File: src/rtl/profiler_readout.sv
// Snapshot-and-stream reader: latches the profiler counters on request and streams
// SYNC, SEQ, payload (and, with PROFILER_READOUT_CSUM_EN defined, an XOR checksum) bytes.
module profiler_readout #(
  parameter int          NUM_COUNTERS = 10,
  parameter logic [7:0]  SYNC_BYTE    = 8'hA5
) (
  input  logic                         clk,
  input  logic                         rst_n,
  input  logic                         snap_req,
  input  logic [NUM_COUNTERS*32-1:0]   counters,
  output logic [7:0]                   tx_data,
  output logic                         tx_valid,
  input  logic                         tx_ready,
  output logic                         busy,
  output logic                         frame_done
);

  localparam int NB = 4 * NUM_COUNTERS;
  localparam int BW = $clog2(NB);

  // Handshake: tx_data is a register loaded only when a new byte is presented, so it
  // holds stable while tx_valid & !tx_ready; a byte moves on tx_valid & tx_ready.
  typedef enum logic [2:0] {
    S_IDLE,
    S_SYNC,
    S_SEQ,
    S_PAYLOAD
`ifdef PROFILER_READOUT_CSUM_EN
    , S_CSUM
`endif
  } state_t;

  state_t                       state_q, state_d;
  logic [NUM_COUNTERS*32-1:0]   shadow_q, shadow_d;
  logic [BW-1:0]                byte_idx_q, byte_idx_d;
  logic [BW-1:0]                byte_nxt;
  logic [6:0]                   seq_q, seq_d;
  logic                         ovr_q, ovr_d;
  logic [7:0]                   tx_data_q, tx_data_d;
  logic                         frame_done_q, frame_done_d;
  logic                         xfer;
  logic                         ovr_set;
  logic                         last_byte;
`ifdef PROFILER_READOUT_CSUM_EN
  logic [7:0]                   csum_q, csum_d;
`endif

  assign tx_valid   = (state_q != S_IDLE);
  assign busy       = (state_q != S_IDLE);
  assign tx_data    = tx_data_q;
  assign frame_done = frame_done_q;

  assign xfer      = tx_valid & tx_ready;
  assign ovr_set   = snap_req & (state_q != S_IDLE);
  assign last_byte = (byte_idx_q == BW'(NB - 1));
  assign byte_nxt  = byte_idx_q + 1'b1;

  always_comb begin
    state_d      = state_q;
    shadow_d     = shadow_q;
    byte_idx_d   = byte_idx_q;
    seq_d        = seq_q;
    ovr_d        = ovr_q;
    tx_data_d    = tx_data_q;
    frame_done_d = 1'b0;
`ifdef PROFILER_READOUT_CSUM_EN
    csum_d       = csum_q;
`endif
    if (ovr_set) ovr_d = 1'b1;

    case (state_q)
      S_IDLE: begin
        if (snap_req) begin
          state_d   = S_SYNC;
          shadow_d  = counters;
          tx_data_d = SYNC_BYTE;
`ifdef PROFILER_READOUT_CSUM_EN
          csum_d    = 8'h00;
`endif
        end
      end
      S_SYNC: begin
        if (xfer) begin
          // The SEQ byte is frozen here; the overrun it carries is consumed now so a
          // request arriving while SEQ is stalled is kept for the next frame.
          state_d   = S_SEQ;
          tx_data_d = {ovr_q | ovr_set, seq_q};
          ovr_d     = 1'b0;
        end
      end
      S_SEQ: begin
        if (xfer) begin
          state_d    = S_PAYLOAD;
          byte_idx_d = '0;
          tx_data_d  = shadow_q[7:0];
`ifdef PROFILER_READOUT_CSUM_EN
          csum_d     = csum_q ^ tx_data_q;
`endif
        end
      end
      S_PAYLOAD: begin
        if (xfer) begin
`ifdef PROFILER_READOUT_CSUM_EN
          csum_d = csum_q ^ tx_data_q;
`endif
          if (last_byte) begin
`ifdef PROFILER_READOUT_CSUM_EN
            state_d   = S_CSUM;
            tx_data_d = csum_q ^ tx_data_q;
`else
            state_d      = S_IDLE;
            tx_data_d    = 8'h00;
            seq_d        = seq_q + 7'd1;
            frame_done_d = 1'b1;
`endif
          end else begin
            byte_idx_d = byte_nxt;
            tx_data_d  = 8'(shadow_q >> {byte_nxt, 3'b000});
          end
        end
      end
`ifdef PROFILER_READOUT_CSUM_EN
      S_CSUM: begin
        if (xfer) begin
          state_d      = S_IDLE;
          tx_data_d    = 8'h00;
          seq_d        = seq_q + 7'd1;
          frame_done_d = 1'b1;
        end
      end
`endif
      default: state_d = S_IDLE;
    endcase
  end

  always_ff @(posedge clk or negedge rst_n) begin
    if (!rst_n) begin
      state_q      <= S_IDLE;
      shadow_q     <= '0;
      byte_idx_q   <= '0;
      seq_q        <= 7'd0;
      ovr_q        <= 1'b0;
      tx_data_q    <= 8'h00;
      frame_done_q <= 1'b0;
`ifdef PROFILER_READOUT_CSUM_EN
      csum_q       <= 8'h00;
`endif
    end else begin
      state_q      <= state_d;
      shadow_q     <= shadow_d;
      byte_idx_q   <= byte_idx_d;
      seq_q        <= seq_d;
      ovr_q        <= ovr_d;
      tx_data_q    <= tx_data_d;
      frame_done_q <= frame_done_d;
`ifdef PROFILER_READOUT_CSUM_EN
      csum_q       <= csum_d;
`endif
    end
  end

endmodule

File: config.mk
export PLATFORM = sky130hd
export DESIGN_NAME = profiler_readout
export DESIGN_NICKNAME = d
export VERILOG_FILES = /design/src/rtl/profiler_readout.sv
export SDC_FILE = /design/constraint.sdc
export NUM_CORES = 1
export LEC_CHECK = 0
export ABC_CLOCK_PERIOD_IN_PS = 3400
export BUFFER_PORTS_ARGS = -buffer_cell sky130_fd_sc_hd__buf_2
export CAP_MARGIN = 20
export CORE_MARGIN = 2
export CORE_UTILIZATION = 61
export CTS_BUF_LIST = sky130_fd_sc_hd__clkbuf_2 sky130_fd_sc_hd__clkbuf_4 sky130_fd_sc_hd__clkbuf_8
export DETAILED_ROUTE_END_ITERATION = 8
export PLACE_DENSITY = 0.88
export SKIP_CTS_REPAIR_TIMING = 1
export SYNTH_ARGS = -nofsm -noshare
export SYNTH_HDL_FRONTEND = slang
export SYNTH_SLANG_ARGS = --single-unit
File: constraint.sdc
create_clock -name clk -period 3.4 [get_ports clk]
set_input_delay 1.02 -clock clk [delete_from_list [all_inputs] [get_ports clk]]
set_output_delay 1.02 -clock clk [all_outputs]
set_load 0.005 [all_outputs]
==> reports/qor.csv, run 1 <==
stage;metric;value;unit
layout;nets;1756;
placed_design;dp_slack;0.7520;ns
logic_synthesis;syn_inst;1085;
floorplanning;die_area;0.02761;sq mm
clocking;root_buffer;clkbuf_8;
sta;period_share;0.8600;
sta;worst_slack;0.4761;ns
routing;wl_per_cell;22.43;microns
placed_design;portBuffers;334;
logic_synthesis;synth_top_area_frac;0.5382;
logic_synthesis;synth-edff-count;0;
logic_synthesis;synth_area_leaders;dfrtp_1 54%, mux2_2 23%, mux4_2 9.3%, nand2_1 1.7%, buf_2 1.3%;
placed_design;place_inst;1703;
setup_path;timing.rr.start;byte_idx_q[1];
setup_path;worstPathRequired;2.38;ns
setup_path;reg2reg_setup_slack;0.68;ns
job;maxCapViolCount;0;
clocking;clkTransAtPathRegs;0.06;ns
sta;relSlewSlack;0.5474;
setup_path;crit_type;reg2out;
routing;via_count;10872;
logic_synthesis;synth.avg_cell_area;14.78;sq um
layout;mostFrequentLayoutCell;dfrtp_1;
clocking;htreeDepth;2;
routing;drtIter0Drc;804;
clocking;clock_latency;0.61;ns
sta;grt_setup_unrepaired;false;
placed_design;gp_congestion;0.9406;
sta;hold_violations;0;
sta;period_minus_slack;2.924;ns
sta;timing.setup.tns;0;ns
logic_synthesis;ys_types;62;
clocking;clock-sinks;345;
clocking;cts_tree;done;
setup_path;cp.arrival;1.90;ns
routing;via_per_inst;5.997;
placed_design;place.detailed.hpwl;29700;microns
grt;grt_use_total;0.2958;
grt;grt_max_degree;84;
clocking;cts_buffers;56;
logic_synthesis;ys_seq_area_frac;0.5382;
grt;grt_pass1_vias;11544;
worst_hold_path;hold_path.class;in2async;
layout;most-common-layout-cells;344 x dfrtp_1, 333 x buf_2, 322 x mux2_2;
sta;fmax;342.0;MHz
routing;drt-pass1-iter-count;5;
floorplanning;core_area;0.02591;sq mm
layout;instances_no_fill;1813;
setup_path;critPathMaxFanout;11;
clocking;clk_path_buf_depth;3;
sta;worst_clock_skew;0.02781;ns
sta;finalSetupViolations;0;
pwr;power_density;969.7;mW/mm^2
logic_synthesis;async_reset_ff_frac;1.000;
grt;antenna_found_initial;12;
sta;tightestPinTransition;0.6789;ns
floorplanning;io_pins;335;
grt;grt_first_pass_wirelength;63720;microns
floorplanning;fp.dieH;166.2;microns
floorplanning;start_util;0.6191;
logic_synthesis;syn_nets;1415;
logic_synthesis;yosysTopAreaCell;dfrtp_1;
sta;maxSlewViolCount;0;
pwr;p_leak;8.708;nW
routing;drc;0;
layout;layout-drive-gt1-share;0.5858;
grt;grt-ovfl-total;0;
logic_synthesis;synth_flop_cell;dfrtp_1;
layout;areaGrowthSynthToFinish;20.14;%
logic_synthesis;syn_area;0.01604;sq mm
routing;wl;40670;microns
setup_path;timing.rr.end;tx_data[2];
setup_path;rr_worst_depth;6;
floorplanning;rows;59;
outcome;status;completed;
setup_path;cp-start-kind;register;
logic_synthesis;ys_ff_latch;345;
setup_path;end_kind;primary output;
logic_synthesis;yosysWarningCount;0;
pwr;worst_ir_drop_vdd;0.0007512;V
floorplanning;die_x;166.2;microns
routing;antenna_left;0;
cell usage after synthesis (all sizes together), types with 2 or more instances:
cell type	instances
a22o	3
and3	2
nor2b	6
nand2	72
ha	6
a21bo	2
a41oi	3
a221oi	2
a21oi	12
nor3	8
nor3b	2
o21ai	14
mux4	74
clkbuf	10
o211ai	8
a32oi	5
a41o	2
dfrtp	345
a22oi	8
or3	2
mux2	322
buf	62
xor2	6
a21boi	3
mux2i	12
inv	4
o221a	2
and2	5
nand3	16
o22ai	6
o2111ai	2
nand4	13
xnor2	5
nor2	26
nand2b	2
power breakdown:
group	internal, W	switching (W)	total (W)
Sequential	0.00616	0.00124	0.00740
Combinational	0.00421	0.00335	0.00756
Clock	0.00210	0.00163	0.00373
critical path, cell delays in order (launching register included):
cell,delay (ns)
dfrtp_1,0.41
inv_1,0.11
ha_1,0.43
inv_1,0.19
buf_2,0.17
per-stage QoR:
stage / utilization / hold slack (ns) / power [W] / cell area, sq um
after floorplan: - / 0.4425 / 0.01264 / 16040
after global placement: 0.6976 / 0.4604 / 0.01454 / 18070
after detailed placement: 0.6976 / 0.4618 / 0.01494 / 18070
after CTS: 0.7428 / 0.3859 / 0.01872 / 19250
after global routing: 0.7436 / 0.4149 / 0.01968 / 19270
final: 0.7438 / 0.3887 / 0.01869 / 19270
state kept, by name (all words and copies together), names as in the netlist:
name        count
frame_done      1
ovr_q           1
byte_idx_q      6
tx_data         8
shadow_q      320
state_q         2
seq_q           7
how the worst max path moves through the flow:
| stage | startpoint | endpoint | slack [ns] | cells past startpoint |
|---|---|---|---|---|
| 2_1_floorplan | state_q[0] | tx_valid | 1.21 | 5 |
| 3_3_place_gp | byte_idx_q[1] | tx_data[2] | 0.83 | 6 |
| 3_5_place_dp | byte_idx_q[1] | tx_data[2] | 0.75 | 6 |
| 4_1_cts | state_q[0] | tx_valid | 0.47 | 4 |
| 5_1_grt | state_q[0] | tx_valid | 0.37 | 4 |
| 6_report | state_q[0] | tx_valid | 0.48 | 4 |
layout make-up:
cell class	instances	area, sq um
inverter	4	15.01
fill	1693	6639
antenna	10	25.02
clock buffer	91	1090
clock inverter	9	82.58
tap	335	419.2
sequential	345	8637
multi-input combinational	664	7014
timing repair buffer	355	1989
metal layers:
layer	up-vias	GRT usage	share of wire
met2	484	0.4662	0.48
met4	2	0.1195	0.037
met3	122	0.06959	0.076
li1	4739	-	-
met1	5525	0.4029	0.41
met5	-	0	0.00017
kinds of logic (layout without fill, tap and decap cells):
group,Yosys count,in the layout,synth area share
AO/OA/AOI/OAI,82,82,0.03752
XOR/XNOR,11,11,0.006942
adder cells (fa/ha/maj),6,6,0.004680
buffers and inverters,76,459,0.02722
flip-flops,345,345,0.5382
multiplexers,408,408,0.3393
other,0,10,0
AND/OR/NAND/NOR,157,157,0.04617
Note: power is estimated with default switching activity, not from simulation.
==> run 2: changes to the inputs <==
- CORE_UTILIZATION: 61 -> 40
- PLACE_DENSITY: 0.88 -> not set
==> run 2 against run 1 <==
Effect of this change:
- cell count grew 11%
- sequential power shrank 3%
- via count shrank 2.6%
- global-route usage shrank 8.5 points
- critical path type unchanged
- critical endpoint is now busy
- power grew 1.9%
- clock power grew 14%
==> reports/qor.csv, run 2 (synthesis results as in run 1) <==
stage;metric;value;unit
outcome;status;completed;
setup_path;critPathMaxFanout;11;
layout;nets;1766;
floorplanning;io_pins;335;
routing;drc;0;
sta;hold-worst-slack;0.3624;ns
pwr;power_density;962.5;mW/mm^2
floorplanning;die_area;0.04172;sq mm
floorplanning;die_x;204.3;microns
placed_design;gp_congestion;0.8401;
sta;tightestPinTransition;0.9008;ns
sta;relSlewSlack;0.3995;
routing;wl;42960;microns
setup_path;crit_type;reg2out;
clocking;clock_latency;0.64;ns
sta;fmax;338.4;MHz
setup_path;slowest_delay;0.44;ns
placed_design;place.detailed.hpwl;30930;microns
setup_path;worstPathRequired;2.38;ns
grt;grt_use_total;0.2104;
routing;drtIter0Drc;712;
setup_path;cp.arrival;1.94;ns
grt;antenna_found_initial;16;
clocking;clk_path_buf_depth;3;
grt;grt_pass1_vias;11040;
clocking;root_buffer;clkbuf_8;
sta;grt_setup_unrepaired;false;
placed_design;portBuffers;334;
layout;largest-register;shadow_q;
pwr;worst_ir_drop_vdd;0.0004954;V
setup_path;critPathLaunch;state_q[0];
floorplanning;rows;73;
sta;period_minus_slack;2.955;ns
routing;via_count;10594;
clocking;htreeDepth;2;
layout;most-common-layout-cells;344 x dfrtp_1, 333 x buf_2, 322 x mux2_2;
setup_path;path_cells;inv_1 > ha_1 > inv_1 > buf_2;
clocking;cts_buffers;61;
layout;largest_reg_flops;320;
worst_hold_path;hold_path.class;in2async;
floorplanning;start_util;0.4047;
clocking;clkTransAtPathRegs;0.07;ns
sta;timing.setup.tns;0;ns
setup_path;cpMostUsedCell;inv_1;
job;maxCapViolCount;0;
grt;grt-ovfl-total;0;
sta;hold_violations;0;
sta;finalSetupViolations;0;
clocking;clock-sinks;345;
floorplanning;core_area;0.03964;sq mm
setup_path;end_kind;primary output;
routing;antenna_left;0;
layout;mostFrequentLayoutCell;dfrtp_1;
sta;worst_clock_skew;0.02404;ns
layout;areaGrowthSynthToFinish;23.30;%
routing;wl_per_cell;21.29;microns
clocking;cts_tree;done;
routing;drt-pass1-iter-count;5;
grt;grt_first_pass_wirelength;65990;microns
layout;layout-drive-gt1-share;0.5908;
grt;grt_max_degree;84;
pwr;p_leak;8.839;nW
setup_path;timing.rr.start;byte_idx_q[1];
sta;maxSlewViolCount;0;
setup_path;crit_slowest_cell;ha_1;
setup_path;cp-start-kind;register;
sta;period_share;0.8692;
routing;via_per_inst;5.250;
floorplanning;fp.dieH;204.3;microns
run 2: cell count changes in the layout (fill, tap and decap cells not counted), sizes merged:
cell,before,now
clkinvlp,1,3
inv,6,4
clkbuf,91,105
buf,355,360
clkinv,5,4
diode,10,7
run 2: final timing paths:
check | to | slack, ns | depth (start not counted)
setup / recovery | busy | 0.44 | 4
hold / removal | shadow_q[252] | 0.36 | 1
setup reg to reg | tx_data[4] | 0.60 | 7
hold reg to reg | seq_q[6] | 0.47 | 1
max in group asynchronous | shadow_q[234] | 2.17 | 3
min in group clk | seq_q[6] | 0.47 | 1
run 2: per-stage QoR:
step | area [sq um] | setup WS, ns | std cells | total power [W] | util
after global routing | 19770 | 0.2747 | 2016 | 0.02031 | 0.4988
after CTS | 19760 | 0.3685 | 2011 | 0.01932 | 0.4985
final | 19780 | 0.4448 | 2018 | 0.01904 | 0.4990
after detailed placement | 18360 | 0.5943 | 1898 | 0.01496 | 0.4632
after floorplan | 16040 | 1.207 | 1085 | 0.01264 | -
after global placement | 18360 | 0.6503 | 1898 | 0.01476 | 0.4632
run 2: routing by layer:
layer / global-route usage / up-vias / wire, microns
li1: - / 4769 / -
met1: 0.2870 / 5418 / 18830
met2: 0.3314 / 312 / 20400
met3: 0.05230 / 77 / 2775
met4: 0.06625 / 18 / 844
met5: 0 / - / 110
run 2: cell type report:
type	count	area, sq um
Inverter	4	15.01
Sequential cell	345	8637
Clock buffer	105	1326
Multi-Input combinational cell	664	7014
Clock inverter	8	72.57
Fill cell	3574	19860
Antenna cell	7	17.52
Tap cell	525	656.9
Timing Repair Buffer	360	2039
run 2: worst max-delay path, delay by kind of cell, from the launching register on:
kind | cells | cell delay, ns
DFF | 1 | 0.40
buffers and inverters | 3 | 0.46
adders and majority gates | 1 | 0.44
run 2: power breakdown:
part	leakage, nW	total (W)	switching (W)	internal [W]
sequential	4.12	0.00721	0.00106	0.00615
combinational	3.98	0.00756	0.00337	0.00419
clock	0.736	0.00426	0.00175	0.00251
